===== config.mk =====
export PLATFORM = sky130hd
export DESIGN_NAME = vector_load_unit
export DESIGN_NICKNAME = d
export VERILOG_FILES = /design/src/rtl/vector_pkg.sv /design/src/rtl/vlu_byte_assembler.sv /design/src/rtl/vector_load_unit.sv
export SDC_FILE = /design/constraint.sdc
export NUM_CORES = 1
export LEC_CHECK = 0
export ABC_AREA = 1
export BUFFER_PORTS_ARGS = -buffer_cell sky130_fd_sc_hd__clkbuf_2
export CAP_MARGIN = 25
export CELL_PAD_IN_SITES_DETAIL_PLACEMENT = 1
export CELL_PAD_IN_SITES_GLOBAL_PLACEMENT = 1
export CORE_MARGIN = 4
export CORE_UTILIZATION = 30
export CTS_BUF_LIST = sky130_fd_sc_hd__clkbuf_16
export DETAILED_ROUTE_END_ITERATION = 12
export PLACE_DENSITY_LB_ADDON = 0.1
export SETUP_SLACK_MARGIN = 0.3
export SYNTH_ARGS = -nofsm -noshare
export SYNTH_HDL_FRONTEND = slang
export SYNTH_SLANG_ARGS = --single-unit

===== constraint.sdc =====
create_clock -name clk -period 2.38 [get_ports clk]
set_clock_uncertainty 0.05 [all_clocks]
set_input_delay 0.119 -clock clk [delete_from_list [all_inputs] [get_ports clk]]
set_output_delay 0.119 -clock clk [all_outputs]
set_load 0.05 [all_outputs]

===== src/rtl/vector_pkg.sv =====
// Shared types and constants for the vector load unit and its byte assembler.
package vector_pkg;

    localparam int VLEN_BYTES = 16;
    localparam int VREG_W     = 8 * VLEN_BYTES;
    localparam int REG_AW     = 4;
    localparam int LANE_W     = $clog2(VLEN_BYTES);

    typedef logic [VREG_W-1:0] vreg_t;
    typedef logic [REG_AW-1:0] vreg_addr_t;

    typedef enum logic [1:0] {
        IDLE,
        REQ,
        WAIT,
        WRITE
    } vlu_state_t;

endpackage


===== src/rtl/vlu_byte_assembler.sv =====
// 128-bit staging buffer: clears on a new load and inserts one byte per lane.
module vlu_byte_assembler
    import vector_pkg::*;
(
    input  logic              clk,
    input  logic              rst_n,
    input  logic              clear,
    input  logic              wr_en,
    input  logic [LANE_W-1:0] lane,
    input  logic [7:0]        byte_in,
    output logic [VREG_W-1:0] data
);

    logic [LANE_W+2:0] bit_base;

    // Lane 0 lands in the least significant byte.
    assign bit_base = {lane, 3'b000};

    always_ff @(posedge clk or negedge rst_n) begin
        if (!rst_n) begin
            data <= '0;
        end else if (clear) begin
            data <= '0;
        end else if (wr_en) begin
            data[bit_base +: 8] <= byte_in;
        end
    end

endmodule


===== src/rtl/vector_load_unit.sv =====
// Fills one vector register from byte-wide memory, one outstanding read at a time.
// Optional read timeout enabled by defining VLU_TIMEOUT_EN.
module vector_load_unit
    import vector_pkg::*;
#(
    parameter int ADDR_W  = 32,
    parameter int TIMEOUT = 255
) (
    input  logic              clk,
    input  logic              rst_n,
    input  logic              start,
    input  logic [ADDR_W-1:0] base_addr,
    input  logic [REG_AW-1:0] dest_reg,
    output logic              busy,
    output logic              done,
    output logic              error,
    output logic              mem_req,
    output logic [ADDR_W-1:0] mem_addr,
    input  logic              mem_rvalid,
    input  logic [7:0]        mem_rdata,
    output logic              wre,
    output logic [REG_AW-1:0] a3,
    output logic [VREG_W-1:0] wd3
);

    vlu_state_t        state;
    vlu_state_t        state_next;
    logic [LANE_W-1:0] idx;
    logic [ADDR_W-1:0] base_q;
    vreg_addr_t        dest_q;
    vreg_addr_t        a3_q;
    vreg_t             wd3_q;
    vreg_t             buffer;
    logic              start_accept;
    logic              byte_wr;
    logic              last_byte;
    logic              timeout_expired;
    logic              timeout_hit;

    assign last_byte = (idx == LANE_W'(VLEN_BYTES - 1));

`ifdef VLU_TIMEOUT_EN
    localparam int CNT_W = $clog2(TIMEOUT + 1);
    logic [CNT_W-1:0] wait_cnt;

    // Counts idle WAIT cycles; restarted every time a request is issued.
    always_ff @(posedge clk or negedge rst_n) begin
        if (!rst_n) begin
            wait_cnt <= '0;
        end else if (state == REQ) begin
            wait_cnt <= '0;
        end else if (state == WAIT && !mem_rvalid) begin
            wait_cnt <= wait_cnt + 1'b1;
        end
    end

    assign timeout_expired = (wait_cnt == CNT_W'(TIMEOUT - 1));
`else
    logic unused_timeout;
    assign unused_timeout  = ^TIMEOUT;
    assign timeout_expired = 1'b0;
`endif

    always_comb begin
        state_next   = state;
        start_accept = 1'b0;
        byte_wr      = 1'b0;
        timeout_hit  = 1'b0;
        case (state)
            IDLE: begin
                if (start) begin
                    start_accept = 1'b1;
                    state_next   = REQ;
                end
            end
            REQ: state_next = WAIT;
            WAIT: begin
                // A response in the expiry cycle still wins over the timeout.
                if (mem_rvalid) begin
                    byte_wr    = 1'b1;
                    state_next = last_byte ? WRITE : REQ;
                end else if (timeout_expired) begin
                    timeout_hit = 1'b1;
                    state_next  = IDLE;
                end
            end
            WRITE:   state_next = IDLE;
            default: state_next = IDLE;
        endcase
    end

    always_ff @(posedge clk or negedge rst_n) begin
        if (!rst_n) begin
            state  <= IDLE;
            idx    <= '0;
            base_q <= '0;
            dest_q <= '0;
            a3_q   <= '0;
            wd3_q  <= '0;
        end else begin
            state <= state_next;
            if (start_accept) begin
                base_q <= base_addr;
                dest_q <= dest_reg;
                idx    <= '0;
            end
            if (byte_wr && !last_byte) begin
                idx <= idx + 1'b1;
            end
            if (state == WRITE) begin
                a3_q  <= dest_q;
                wd3_q <= buffer;
            end
        end
    end

    vlu_byte_assembler u_assembler (
        .clk     (clk),
        .rst_n   (rst_n),
        .clear   (start_accept),
        .wr_en   (byte_wr),
        .lane    (idx),
        .byte_in (mem_rdata),
        .data    (buffer)
    );

    // During WRITE the live buffer is forwarded so the final byte is included.
    assign busy     = (state != IDLE);
    assign done     = (state == WRITE);
    assign wre      = (state == WRITE);
    assign mem_req  = (state == REQ);
    assign mem_addr = base_q + ADDR_W'(idx);
    assign a3       = (state == WRITE) ? dest_q : a3_q;
    assign wd3      = (state == WRITE) ? buffer : wd3_q;
    assign error    = timeout_hit;

endmodule


==> results.py <==
metrics = {
    "route": {
        "routedWlPerCell_um": 21.2,
        "post_detailed_routing_wire_length_um": 56600,
        "firstDrtPassIters": 5,
        "route.antenna.remaining_nets": 0,
        "initialDrtViolationCount": 551,
        "via_total_after_detailed_routing": 12800,
        "route.detailed.vias_per_inst": 4.81,
        "drcViolationCount": 0,
    },
    "clocking": {
        "cts_num_sinks": 302,
        "cts_tree": "yes",
        "clock_path_buffers": 3,
        "cts.reportedPaths.clkPinSlew_ns": 0.06,
        "cts-htree-levels": 2,
        "cts-root-buf": "sky130_fd_sc_hd__clkbuf_16",
        "worst_skew_pair.late_latency_ns": 0.56,
        "cts_made_buffers": 36,
    },
    "placement": {
        "global_placement_routability_congestion": 0.869,
        "port-buffer-count": 215,
        "detailed_place.area_um2": 17100,
        "placedCellCount": 2432,
        "placement.setup.worst_slack_ns": 0.0877,
        "detailed_place_hpwl_um": 33700,
    },
    "grt": {
        "grt_pass1_wl_um": 79400,
        "grt_max_degree": 119,
        "global_route.usage.total_pct": 21.4,
        "grt_pass1_vias": 13300,
        "initial_antenna_violation_count": 8,
        "total_congestion_overflow": 0,
    },
    "cells_and_area": {
        "finish.utilization_pct": 55.6,
        "design_area_um2": 24100,
        "nNetsFinal": 2105,
        "post_layout_nonfiller_instances": 2666,
        "drive_above_1_share_pct": 45.9,
        "layout.filler_cells": 4626,
        "layout-area-overhead-vs-synth_pct": 82.1,
    },
    "status": {
        "run_status": "finished with violations",
        "violations": "setup timing",
    },
    "worst_setup_path": {
        "required_ns": 2.21,
        "path_max_fanout": 5,
        "start_kind": "register",
        "worst_setup_path_end_kind": "primary output",
        "cp_data_arrival_time_ns": 2.27,
        "setup.worst_path.class": "register to primary output",
        "ff2ff_setup_slack_ns": 0.35,
    },
    "synth": {
        "syn-num-nets": 1691,
        "netlist-cell-type-count": 32,
        "synth.area.top_cells": "sky130_fd_sc_hd__dfrtp_1 (57%), sky130_fd_sc_hd__nand2_1 (22%), sky130_fd_sc_hd__nand3_1 (8.3%), sky130_fd_sc_hd__nor2_1 (2.6%), sky130_fd_sc_hd__inv_1 (1.8%)",
        "ys_ff_latch": 302,
        "synth.largest_area_cell": "sky130_fd_sc_hd__dfrtp_1",
        "synthMostInstantiatedCell": "sky130_fd_sc_hd__nand2_1",
        "syn-mean-instance-area_um2": 8.11,
        "post_synth_edffs": 0,
        "post_synthesis_sequential_area_ratio_pct": 57.1,
        "synth-main-ff-cell": "sky130_fd_sc_hd__dfrtp_1",
        "synth.top_cell.area_share_pct": 57.1,
        "yosysWarningCount": 0,
        "synth.top_cells.by_count": "sky130_fd_sc_hd__nand2_1 (781), sky130_fd_sc_hd__dfrtp_1 (302), sky130_fd_sc_hd__nand3_1 (220)",
        "ys_async_sr_fraction_pct": 100,
        "area_of_the_mapped_netlist_um2": 13200,
        "synth_cells": 1634,
    },
    "timing": {
        "relSlewSlack_pct": 48.0,
        "tightestPinTransition_ns": 0.780,
        "report.final.hold_viol_count": 0,
        "unrepaired_setup_endpoints_after_global_routing": "yes",
        "achievable-frequency_mhz": 410,
        "finalSetupViolCount": 13,
        "setup_total_negative_slack_ns": -0.474,
        "final_critical_path_setup_slack_ns": -0.0582,
        "fin_crit_ns": 2.44,
        "final_clock_period_utilization_by_the_worst_path_pct": 102,
        "slew_violations": 0,
    },
    "pwr": {
        "power.density_nw_per_um2": 954,
        "seq_power_share_pct": 27.4,
        "clock_power_share_pct": 23.5,
        "power.leakage_nw": 12.6,
        "p_int_w": 0.0133,
        "p_comb_share_pct": 49.2,
        "worst_ir_drop_vdd_v": 0.000742,
        "switching_share_pct": 42.2,
        "power.switching_w": 0.00972,
    },
    "run": {
        "max-cap-violations": 0,
    },
    "floorplan": {
        "initial_core_util_pct": 30.5,
        "die_height_um": 218,
        "die_outline_area_um2": 47600,
        "number_of_primary_i_o_pins": 217,
        "rows": 76,
        "core_area_um2": 43400,
        "dieWidth_um": 218,
    },
    "min_path": {
        "min-delay-path-class": "input port to register",
    },
}
## worst max-delay path, cell delays in order, from the launching register on
cell and delay [ns]:
sky130_fd_sc_hd__dfrtp_1 0.41, sky130_fd_sc_hd__ha_4 0.19, sky130_fd_sc_hd__fa_2 0.42, sky130_fd_sc_hd__nand3_4 0.10, sky130_fd_sc_hd__nand2_4 0.09, sky130_fd_sc_hd__nand2_8 0.11
sky130_fd_sc_hd__buf_4 0.12, sky130_fd_sc_hd__xnor2_2 0.12, sky130_fd_sc_hd__buf_12 0.16
## final timing paths
check / start / endpoint / cells past startpoint
setup / recovery: base_q[0]$_DFFE_PN0P_ / mem_addr[8] / 8
hold / removal: mem_rdata[5] / u_assembler.data[61]$_DFFE_PN0P_ / 7
setup reg to reg: idx[1]$_DFFE_PN0P_ / u_assembler.data[8]$_DFFE_PN0P_ / 10
hold reg to reg: wd3_q[53]$_DFF_PN0_ / wd3_q[53]$_DFF_PN0_ / 2
max in group asynchronous: rst_n / wd3_q[69]$_DFF_PN0_ / 3
min in group asynchronous: rst_n / wd3_q[98]$_DFF_PN0_ / 2
## layout by cell type (no fill, tap or decap), drive strengths merged
master,netlist,final
nand2b,1,1
a21oi,3,3
or2,1,1
o31ai,1,1
bufinv,0,2
fa,1,1
xor2,12,12
nor2,103,103
inv,67,74
conb,1,1
nand3,220,220
o21ai,35,35
dlygate4sd3,0,45
clkbuf,30,119
nand2,786,787
nor3,5,5
dfrtp,302,302
buf,36,311
and2,1,1
nand4,9,9
clkinv,0,22
clkinvlp,0,1
xnor2,5,5
o22ai,2,2
nand3b,5,5
diode,0,5
ha,8,8
## area by class of cell
type,count,area [um2],share of cell area [%]
Multi-Input combinational cell,1200,8190,34.0
Sequential cell,302,7570,31.4
Timing Repair Buffer,437,6100,25.3
Clock buffer,38,951,3.94
Tap cell,585,732,3.03
Inverter,67,280,1.16
Clock inverter,28,186,0.773
Timing Repair inverter,4,96.3,0.399
Antenna cell,5,12.5,0.0519
## registers in the layout, indices dropped and copies added (netlist names)
name / cells
a3_q: 4
base_q: 32
dest_q: 4
idx: 4
state: 2
u_assembler.data: 128
wd3_q: 128
## power by group through the flow
| stage | Clock [W] | Sequential (W) | Combinational [W] |
|---|---|---|---|
| 2_1_floorplan | 0 | 0.00609 | 0.00435 |
| 3_3_place_gp | 0 | 0.00625 | 0.00719 |
| 3_5_place_dp | 0 | 0.00626 | 0.00725 |
| 4_1_cts | 0.00550 | 0.00625 | 0.00936 |
| 5_1_grt | 0.00574 | 0.00636 | 0.0119 |
| 6_report | 0.00540 | 0.00630 | 0.0113 |
## per-layer routing
metal  global-route usage, %  part of all wire (%)  up-vias
li1                        -                     -     5987
met1                    27.3                    40     6502
met2                    37.1                    54      270
met3                    4.80                   4.9       64
met4                    5.06                   1.7        6
met5                       0                 0.060        -
## through the flow
step | hold slack, ns | power (W)
after CTS | 0.00162 | 0.0211
after detailed placement | 0.132 | 0.0135
after global routing | 0.0821 | 0.0240
after floorplan | -0.227 | 0.0104
final | 0.0567 | 0.0230
after global placement | 0.125 | 0.0134
## logic make-up after synthesis
kind of cell	after synthesis	share of synthesized area [%]
DFF	302	57.1
buffers and inverters	133	4.11
and+or+nand+nor	1131	35.2
other	1	0.0283
AOI/OAI and AO/OA	41	1.62
adders and majority gates	9	0.907
xor gates and xnor gates	17	1.12
## timing repair
item / 4_1_cts / 5_1_grt
hold endpoints to repair: 117 / 2
hold buffers: 44 / 1
setup buffers: 26 / 58
cloned: 11 / 23
setup endpoints to repair: 267 / 292
resized for setup: 532 / 511
pin swaps: 128 / 159
(Power assumes the default switching activity.)
